### src/rtl/intg_pkg.sv
// Shared widths, default threshold and result-entry layout for the window
// integrator consumer path.
package intg_pkg;
    localparam int SUM_W      = 13;
    localparam int WIN_LOG2   = 2;
    localparam int AVG_W      = SUM_W - WIN_LOG2;
    localparam int THRESH_DEF = 200;
    localparam int DEPTH_DEF  = 4;

    typedef struct packed {
        logic             over;
        logic [AVG_W-1:0] avg;
    } intg_entry_t;
endpackage

### src/rtl/intg_sync_fifo.sv
// Generic show-ahead synchronous FIFO: the head entry is visible on o_rdata
// whenever the FIFO is non-empty, zero otherwise.
module intg_sync_fifo #(
    parameter int WIDTH = 12,
    parameter int DEPTH = 4
) (
    input  logic                     clk,
    input  logic                     reset,
    input  logic                     i_push,
    input  logic [WIDTH-1:0]         i_wdata,
    input  logic                     i_pop,
    output logic [WIDTH-1:0]         o_rdata,
    output logic [$clog2(DEPTH):0]   o_count,
    output logic                     o_full,
    output logic                     o_empty
);
    localparam int PTR_W = $clog2(DEPTH);
    localparam int CNT_W = PTR_W + 1;

    logic [WIDTH-1:0] r_mem [DEPTH];
    logic [PTR_W-1:0] r_wr_ptr;
    logic [PTR_W-1:0] r_rd_ptr;
    logic [CNT_W-1:0] r_count;
    logic             w_do_pop;
    logic             w_do_push;

    assign o_empty   = (r_count == '0);
    assign o_full    = (r_count == CNT_W'(DEPTH));
    assign o_count   = r_count;
    assign w_do_pop  = i_pop & ~o_empty;
    // A pop in the same cycle frees the slot, so a full FIFO still accepts.
    assign w_do_push = i_push & (~o_full | w_do_pop);
    assign o_rdata   = o_empty ? '0 : r_mem[r_rd_ptr];

    always_ff @(posedge clk or negedge reset) begin
        if (!reset) begin
            r_wr_ptr <= '0;
            r_rd_ptr <= '0;
            r_count  <= '0;
        end else begin
            if (w_do_push) r_wr_ptr <= r_wr_ptr + 1'b1;
            if (w_do_pop)  r_rd_ptr <= r_rd_ptr + 1'b1;
            case ({w_do_push, w_do_pop})
                2'b10:   r_count <= r_count + 1'b1;
                2'b01:   r_count <= r_count - 1'b1;
                default: r_count <= r_count;
            endcase
        end
    end

    always_ff @(posedge clk) begin
        if (w_do_push) r_mem[r_wr_ptr] <= i_wdata;
    end
endmodule

### src/rtl/intg_window_fifo.sv
// Scales each window sum to a per-sample average, flags it against THRESH and
// buffers {over, avg}. Optional peak-hold register under INTG_PEAK_HOLD_EN.
module intg_window_fifo
    import intg_pkg::*;
#(
    parameter int SUM_W    = intg_pkg::SUM_W,
    parameter int WIN_LOG2 = intg_pkg::WIN_LOG2,
    parameter int DEPTH    = intg_pkg::DEPTH_DEF,
    parameter int THRESH   = intg_pkg::THRESH_DEF
) (
    input  logic                        clk,
    input  logic                        reset,
    input  logic [SUM_W-1:0]            sum_in,
    input  logic                        sum_vld,
    output logic [SUM_W-WIN_LOG2:0]     out_data,
    output logic                        out_valid,
    input  logic                        out_ready,
    output logic [$clog2(DEPTH):0]      count,
    output logic                        ovf
`ifdef INTG_PEAK_HOLD_EN
   ,output logic [SUM_W-WIN_LOG2-1:0]   peak_avg,
    input  logic                        peak_clr
`endif
);
    localparam int AVG_LW = SUM_W - WIN_LOG2;

    logic [AVG_LW-1:0] w_avg;
    logic              w_over;
    logic              w_full;
    logic              w_empty;
    logic              w_pop;
    logic              w_push;
    logic              w_drop;
    logic              w_unused_lsb;
    logic              r_ovf;

    // Truncating divide by the window length; the low bits are discarded.
    assign w_avg        = sum_in[SUM_W-1:WIN_LOG2];
    assign w_unused_lsb = ^sum_in[WIN_LOG2-1:0];
    assign w_over       = (w_avg >= AVG_LW'(THRESH));

    assign out_valid = ~w_empty;
    assign w_pop     = out_valid & out_ready;
    assign w_push    = sum_vld & (~w_full | w_pop);
    assign w_drop    = sum_vld & w_full & ~w_pop;
    assign ovf       = r_ovf;

    intg_sync_fifo #(
        .WIDTH (AVG_LW + 1),
        .DEPTH (DEPTH)
    ) u_fifo (
        .clk     (clk),
        .reset   (reset),
        .i_push  (sum_vld),
        .i_wdata ({w_over, w_avg}),
        .i_pop   (out_ready),
        .o_rdata (out_data),
        .o_count (count),
        .o_full  (w_full),
        .o_empty (w_empty)
    );

    always_ff @(posedge clk or negedge reset) begin
        if (!reset) r_ovf <= 1'b0;
        else if (w_drop) r_ovf <= 1'b1;
    end

`ifdef INTG_PEAK_HOLD_EN
    logic [AVG_LW-1:0] r_peak_avg;

    assign peak_avg = r_peak_avg;

    // A clear that coincides with a push restarts the peak from that push.
    always_ff @(posedge clk or negedge reset) begin
        if (!reset) begin
            r_peak_avg <= '0;
        end else if (peak_clr) begin
            r_peak_avg <= w_push ? w_avg : '0;
        end else if (w_push && (w_avg > r_peak_avg)) begin
            r_peak_avg <= w_avg;
        end
    end
`endif
endmodule
### config.mk
export PLATFORM = sky130hd
export DESIGN_NAME = intg_window_fifo
export DESIGN_NICKNAME = d
export VERILOG_FILES = /design/src/rtl/intg_pkg.sv /design/src/rtl/intg_sync_fifo.sv /design/src/rtl/intg_window_fifo.sv
export SDC_FILE = /design/constraint.sdc
export NUM_CORES = 1
export LEC_CHECK = 0
export CORE_UTILIZATION = 30
export CTS_CLUSTER_DIAMETER = 120
export CTS_CLUSTER_SIZE = 24
export DETAILED_ROUTE_END_ITERATION = 8
export PLACE_DENSITY = 0.47
export RECOVER_POWER = 100
export SLEW_MARGIN = 20
export SYNTH_ARGS = -nofsm -noshare
export SYNTH_HDL_FRONTEND = slang
export SYNTH_HIERARCHICAL = 1
export SYNTH_SLANG_ARGS = --single-unit
export TNS_END_PERCENT = 50
### constraint.sdc
create_clock -name clk -period 2.6 [get_ports clk]
set_input_delay 0.52 -clock clk [delete_from_list [all_inputs] [get_ports clk]]
set_output_delay 0.52 -clock clk [all_outputs]
set_load 0.03 [all_outputs]
==> qor_table.md <==
| Quantity | Value | Unit |
|---|---|---|
| Avg Inst Size Synth | 19.0 | um^2 |
| Total standard cell area after synthesis | 2310 | um^2 |
| RR Endpoint | u_fifo/o_count[2]$_DFFE_PN0P_ | - |
| Buffer count from post-CTS setup fixing | 0 | - |
| Data arrival time of the worst path | 1.94 | ns |
| Leakage power | 0.993 | nW |
| Commonest cells in the synthesized netlist | 48 x sky130_fd_sc_hd__edfxtp_1, 13 x sky130_fd_sc_hd__nor2b_1, 12 x sky130_fd_sc_hd__mux4_2 | - |
| Cell with the most instances after synthesis | sky130_fd_sc_hd__edfxtp_1 | - |
| Number of max-cap violations | 0 | - |
| Per-cell routed wire length | 15.8 | um |
| Power share of the sequential group | 40.1 | % |
| Largest area contributor in the netlist | sky130_fd_sc_hd__edfxtp_1 | - |
| Dominant cells by area after synthesis | sky130_fd_sc_hd__edfxtp_1 62%, sky130_fd_sc_hd__mux4_2 12%, sky130_fd_sc_hd__dfrtp_1 8.7% | - |
| Power density relative to cell area | 1140 | nW/um^2 |
| Worst EP required | 2.08 | ns |
| Cell count after synthesis | 122 | - |
| Clock buffer depth | 2 | - |
| Row count | 31 | - |
| Unrepaired setup endpoints after global routing | no | - |
| Critical path cell sequence | clkbuf_4, mux4_2, nor2b_1, dlygate4sd2_1 | - |
| Path class of the lowest-slack min-delay path | reg2reg | - |
| Fin nets | 184 | - |
| Maximum number of pins on one net before global-route repair | 17 | - |
| X dimension of the die | 89.8 | um |
| Switching share of power | 37.4 | % |
| Final count of negative-setup-slack endpoints | 0 | - |
| Worst Path Max Fanout | 9 | - |
| EDFF count, synth | 48 | - |
| Proportion of netlist area held by the largest area contributor | 62.3 | % |
| Worst-case headroom to the max-slew limit | 29.9 | % |
| Number of remaining DRC errors | 0 | - |
| Antenna Violating Nets Remaining | 0 | - |
| Via count of the first global-routing pass | 1247 | - |
| Start-to-end type of the worst setup path | reg2out | - |
| Number of buffers and inverters on the critical path | 2 | - |
| Startpoint of the worst register-to-register path | u_fifo/o_count[0]$_DFFE_PN0P_ | - |
| Synthesis Warnings | 6 | - |
| Placeable core area | 7370 | um^2 |
| Last weighted congestion value of the routability-driven placer | 0.663 | - |
| Count of buffers from port buffering | 31 | - |
| Leftover overflow at the end of global routing | 0 | - |
| Worst Setup End Kind | primary output | - |
| Dpl ws | 0.140 | ns |
| Final wirelength | 4130 | um |
| CTS Hold Buffers Added | 0 | - |
| Worst-skew pair later-pin latency | 0.30 | ns |
| Share of the clock period used by the worst path after layout | 94.8 | % |
| Slowest stage delay, CP | 0.54 | ns |
| CTS Sinks | 56 | - |
| Sort of element at the start of the critical path | flop | - |
| TritonCTS clock tree | done | - |
| Crit path time final | 2.46 | ns |
| Max Clock Freq | 0.406 | GHz |
| Starting Density | 31.4 | % |
| Sequential fraction of the synthesis area | 71.0 | % |
| Fraction of registers with async set/reset | 14.3 | % |
| Clock root buffer | sky130_fd_sc_hd__clkbuf_8 | - |
| Number of hold-slack violations in the final timing report | 0 | - |
| Aggregate global-route resource usage | 11.1 | % |
| Number of cells after detailed placement | 253 | - |
| Cell class contributing the biggest share of worst-path delay | buffers and inverters | - |
| Global-route wire length before repair | 6780 | um |
| Startpoint of the lowest-slack hold path | ovf$_DFFE_PN0P_ | - |
| Clock-pin slew reported for the worst setup and hold paths after clock tree synthesis | 0.09 | ns |
| Count of placed standard cells in the final layout, fillers left out | 261 | - |
| Slew Limit Fails | 0 | - |
| Clock tree skew after final layout | 0.00570 | ns |
| Distinct cell type count of the synthesized netlist | 22 | - |
| Clock buffers created by TritonCTS | 5 | - |
| Clock group share of total power | 15.2 | % |
| Combinational Power Share | 44.8 | % |
| Power dissipated by switching net loads | 1.20 | mW |
| Endpoint of the worst hold path | ovf$_DFFE_PN0P_ | - |
| HPWL reported at the end of detailed placement | 2810 | um |
| Area added between synthesis and finish | 21.6 | % |
| Reg-to-reg slack, setup | 0.28 | ns |
| Floorplan die area | 8060 | um^2 |
| Number of diodes | 0 | - |
| Crit-path slowest cell | sky130_fd_sc_hd__mux4_2 | - |
| Fraction of final layout cells sized beyond drive strength 1 | 14.8 | % |
| Post-synth net total | 145 | - |
| H-tree depth | 2 | - |
| Most frequently used flop master after synthesis | sky130_fd_sc_hd__edfxtp_1 | - |
| Peak supply drop | 0.442 | mV |
| Fin util | 38.2 | % |
| Hold depth | 1 | - |
| DR vias | 1148 | - |
| Fillers | 725 | - |
| Count of boundary I/O pins | 34 | - |
| Status | finished, final reports clean | - |
| DRT iter0 DRCs | 23 | - |
| Vias per cell | 4.40 | - |
| Number of antenna violations at the first check in global routing | 0 | - |
| Die Y-Extent | 89.8 | um |
| Total Neg Setup Slack | 0 | ns |
| Synthesis-stage register bit count | 56 | - |
| Least setup slack across all paths after layout | 0.136 | ns |
| P_int | 2.01 | mW |
| Slew at the pin closest to its max-slew limit | 1.05 | ns |
| Pre-antenna DRT Iters | 4 | - |
| Depth of the worst register-to-register path | 9 | - |
## timing repair
item	CTS	global route
resized for setup	11	1
hold endpoints to repair	0	0
endpoints found under the setup margin	11	1
## metrics by stage
stage	hold WS, ns	total power, mW	area, um^2
floorplan	0.224	2.34	2310
global placement	0.460	2.92	2760
detailed placement	0.466	2.95	2760
CTS	0.493	3.34	2840
global route	0.507	3.42	2810
finish	0.483	3.21	2810
## routing by layer
| metal | GRT usage (%) | vias to the layer above | part of all wire (%) |
|---|---|---|---|
| met5 | 0 | - | 0 |
| met1 | 14.3 | 591 | 44 |
| li1 | - | 530 | - |
| met4 | 3.28 | 0 | 1.0 |
| met2 | 18.6 | 22 | 52 |
| met3 | 2.71 | 5 | 3.1 |
## kinds of logic (layout without fill, tap and decap cells)
family / Yosys count / after routing / share of synthesized area (%)
flip-flops: 56 / 56 / 71.0
XOR/XNOR: 6 / 6 / 2.27
AND/OR/NAND/NOR: 25 / 25 / 6.55
buffers and inverters: 12 / 52 / 2.43
adder cells (fa/ha/maj): 6 / 6 / 3.57
multiplexers: 14 / 14 / 12.8
AO/OA/AOI/OAI: 3 / 3 / 1.41
## placed cells by master, fill, tap and decap left out, types with 2 or more instances in the layout
master / count
sky130_fd_sc_hd__mux4_2: 12
sky130_fd_sc_hd__ha_1: 5
sky130_fd_sc_hd__nor2_1: 2
sky130_fd_sc_hd__dlygate4sd3_1: 18
sky130_fd_sc_hd__dfrtp_1: 8
sky130_fd_sc_hd__nand2_1: 2
sky130_fd_sc_hd__xor2_1: 4
sky130_fd_sc_hd__nor2b_1: 13
sky130_fd_sc_hd__xnor2_1: 2
sky130_fd_sc_hd__clkbuf_8: 6
sky130_fd_sc_hd__inv_1: 8
sky130_fd_sc_hd__edfxtp_1: 48
sky130_fd_sc_hd__buf_4: 3
sky130_fd_sc_hd__clkbuf_1: 2
sky130_fd_sc_hd__dlygate4sd2_1: 11
sky130_fd_sc_hd__and2_0: 4
sky130_fd_sc_hd__nor3_1: 2
## registers in the layout, indices dropped and copies added (netlist names)
register         flops
ovf                  1
u_fifo/o_count       3
u_fifo/r_mem        48
u_fifo/r_rd_ptr      2
u_fifo/r_wr_ptr      2
## worst max-delay path by stage
stage	start	to	slack [ns]	depth (start not counted)
after global routing	u_fifo/r_rd_ptr[0]$_DFFE_PN0P_	out_data[11]	0.03	4
after detailed placement	out_ready	u_fifo/o_count[2]$_DFFE_PN0P_	0.14	8
after global placement	out_ready	u_fifo/o_count[2]$_DFFE_PN0P_	0.18	8
final	u_fifo/r_rd_ptr[0]$_DFFE_PN0P_	out_data[11]	0.14	4
after CTS	u_fifo/r_rd_ptr[0]$_DFFE_PN0P_	out_data[5]	0.02	4
after floorplan	u_fifo/o_count[0]$_DFFE_PN0P_	u_fifo/o_count[2]$_DFFE_PN0P_	0.34	9
## final cells by class
cell class                 count  area [um^2]  area share, %
timing repair buffer          36          325           11.6
clock buffer                   7         86.3           3.07
inverter                       8         30.0           1.07
clock inverter                 1         7.51          0.267
tap                           99          124           4.40
multi-input combinational     54          598           21.3
sequential                    56         1640           58.4
## power by group through the flow
stage	clock network [mW]	logic, mW	registers, mW
after detailed placement	0	1.64	1.32
after global routing	0.546	1.56	1.31
after CTS	0.504	1.54	1.30
after global placement	0	1.62	1.30
final	0.487	1.44	1.29
after floorplan	0	0.993	1.35
(Power assumes the default switching activity.)
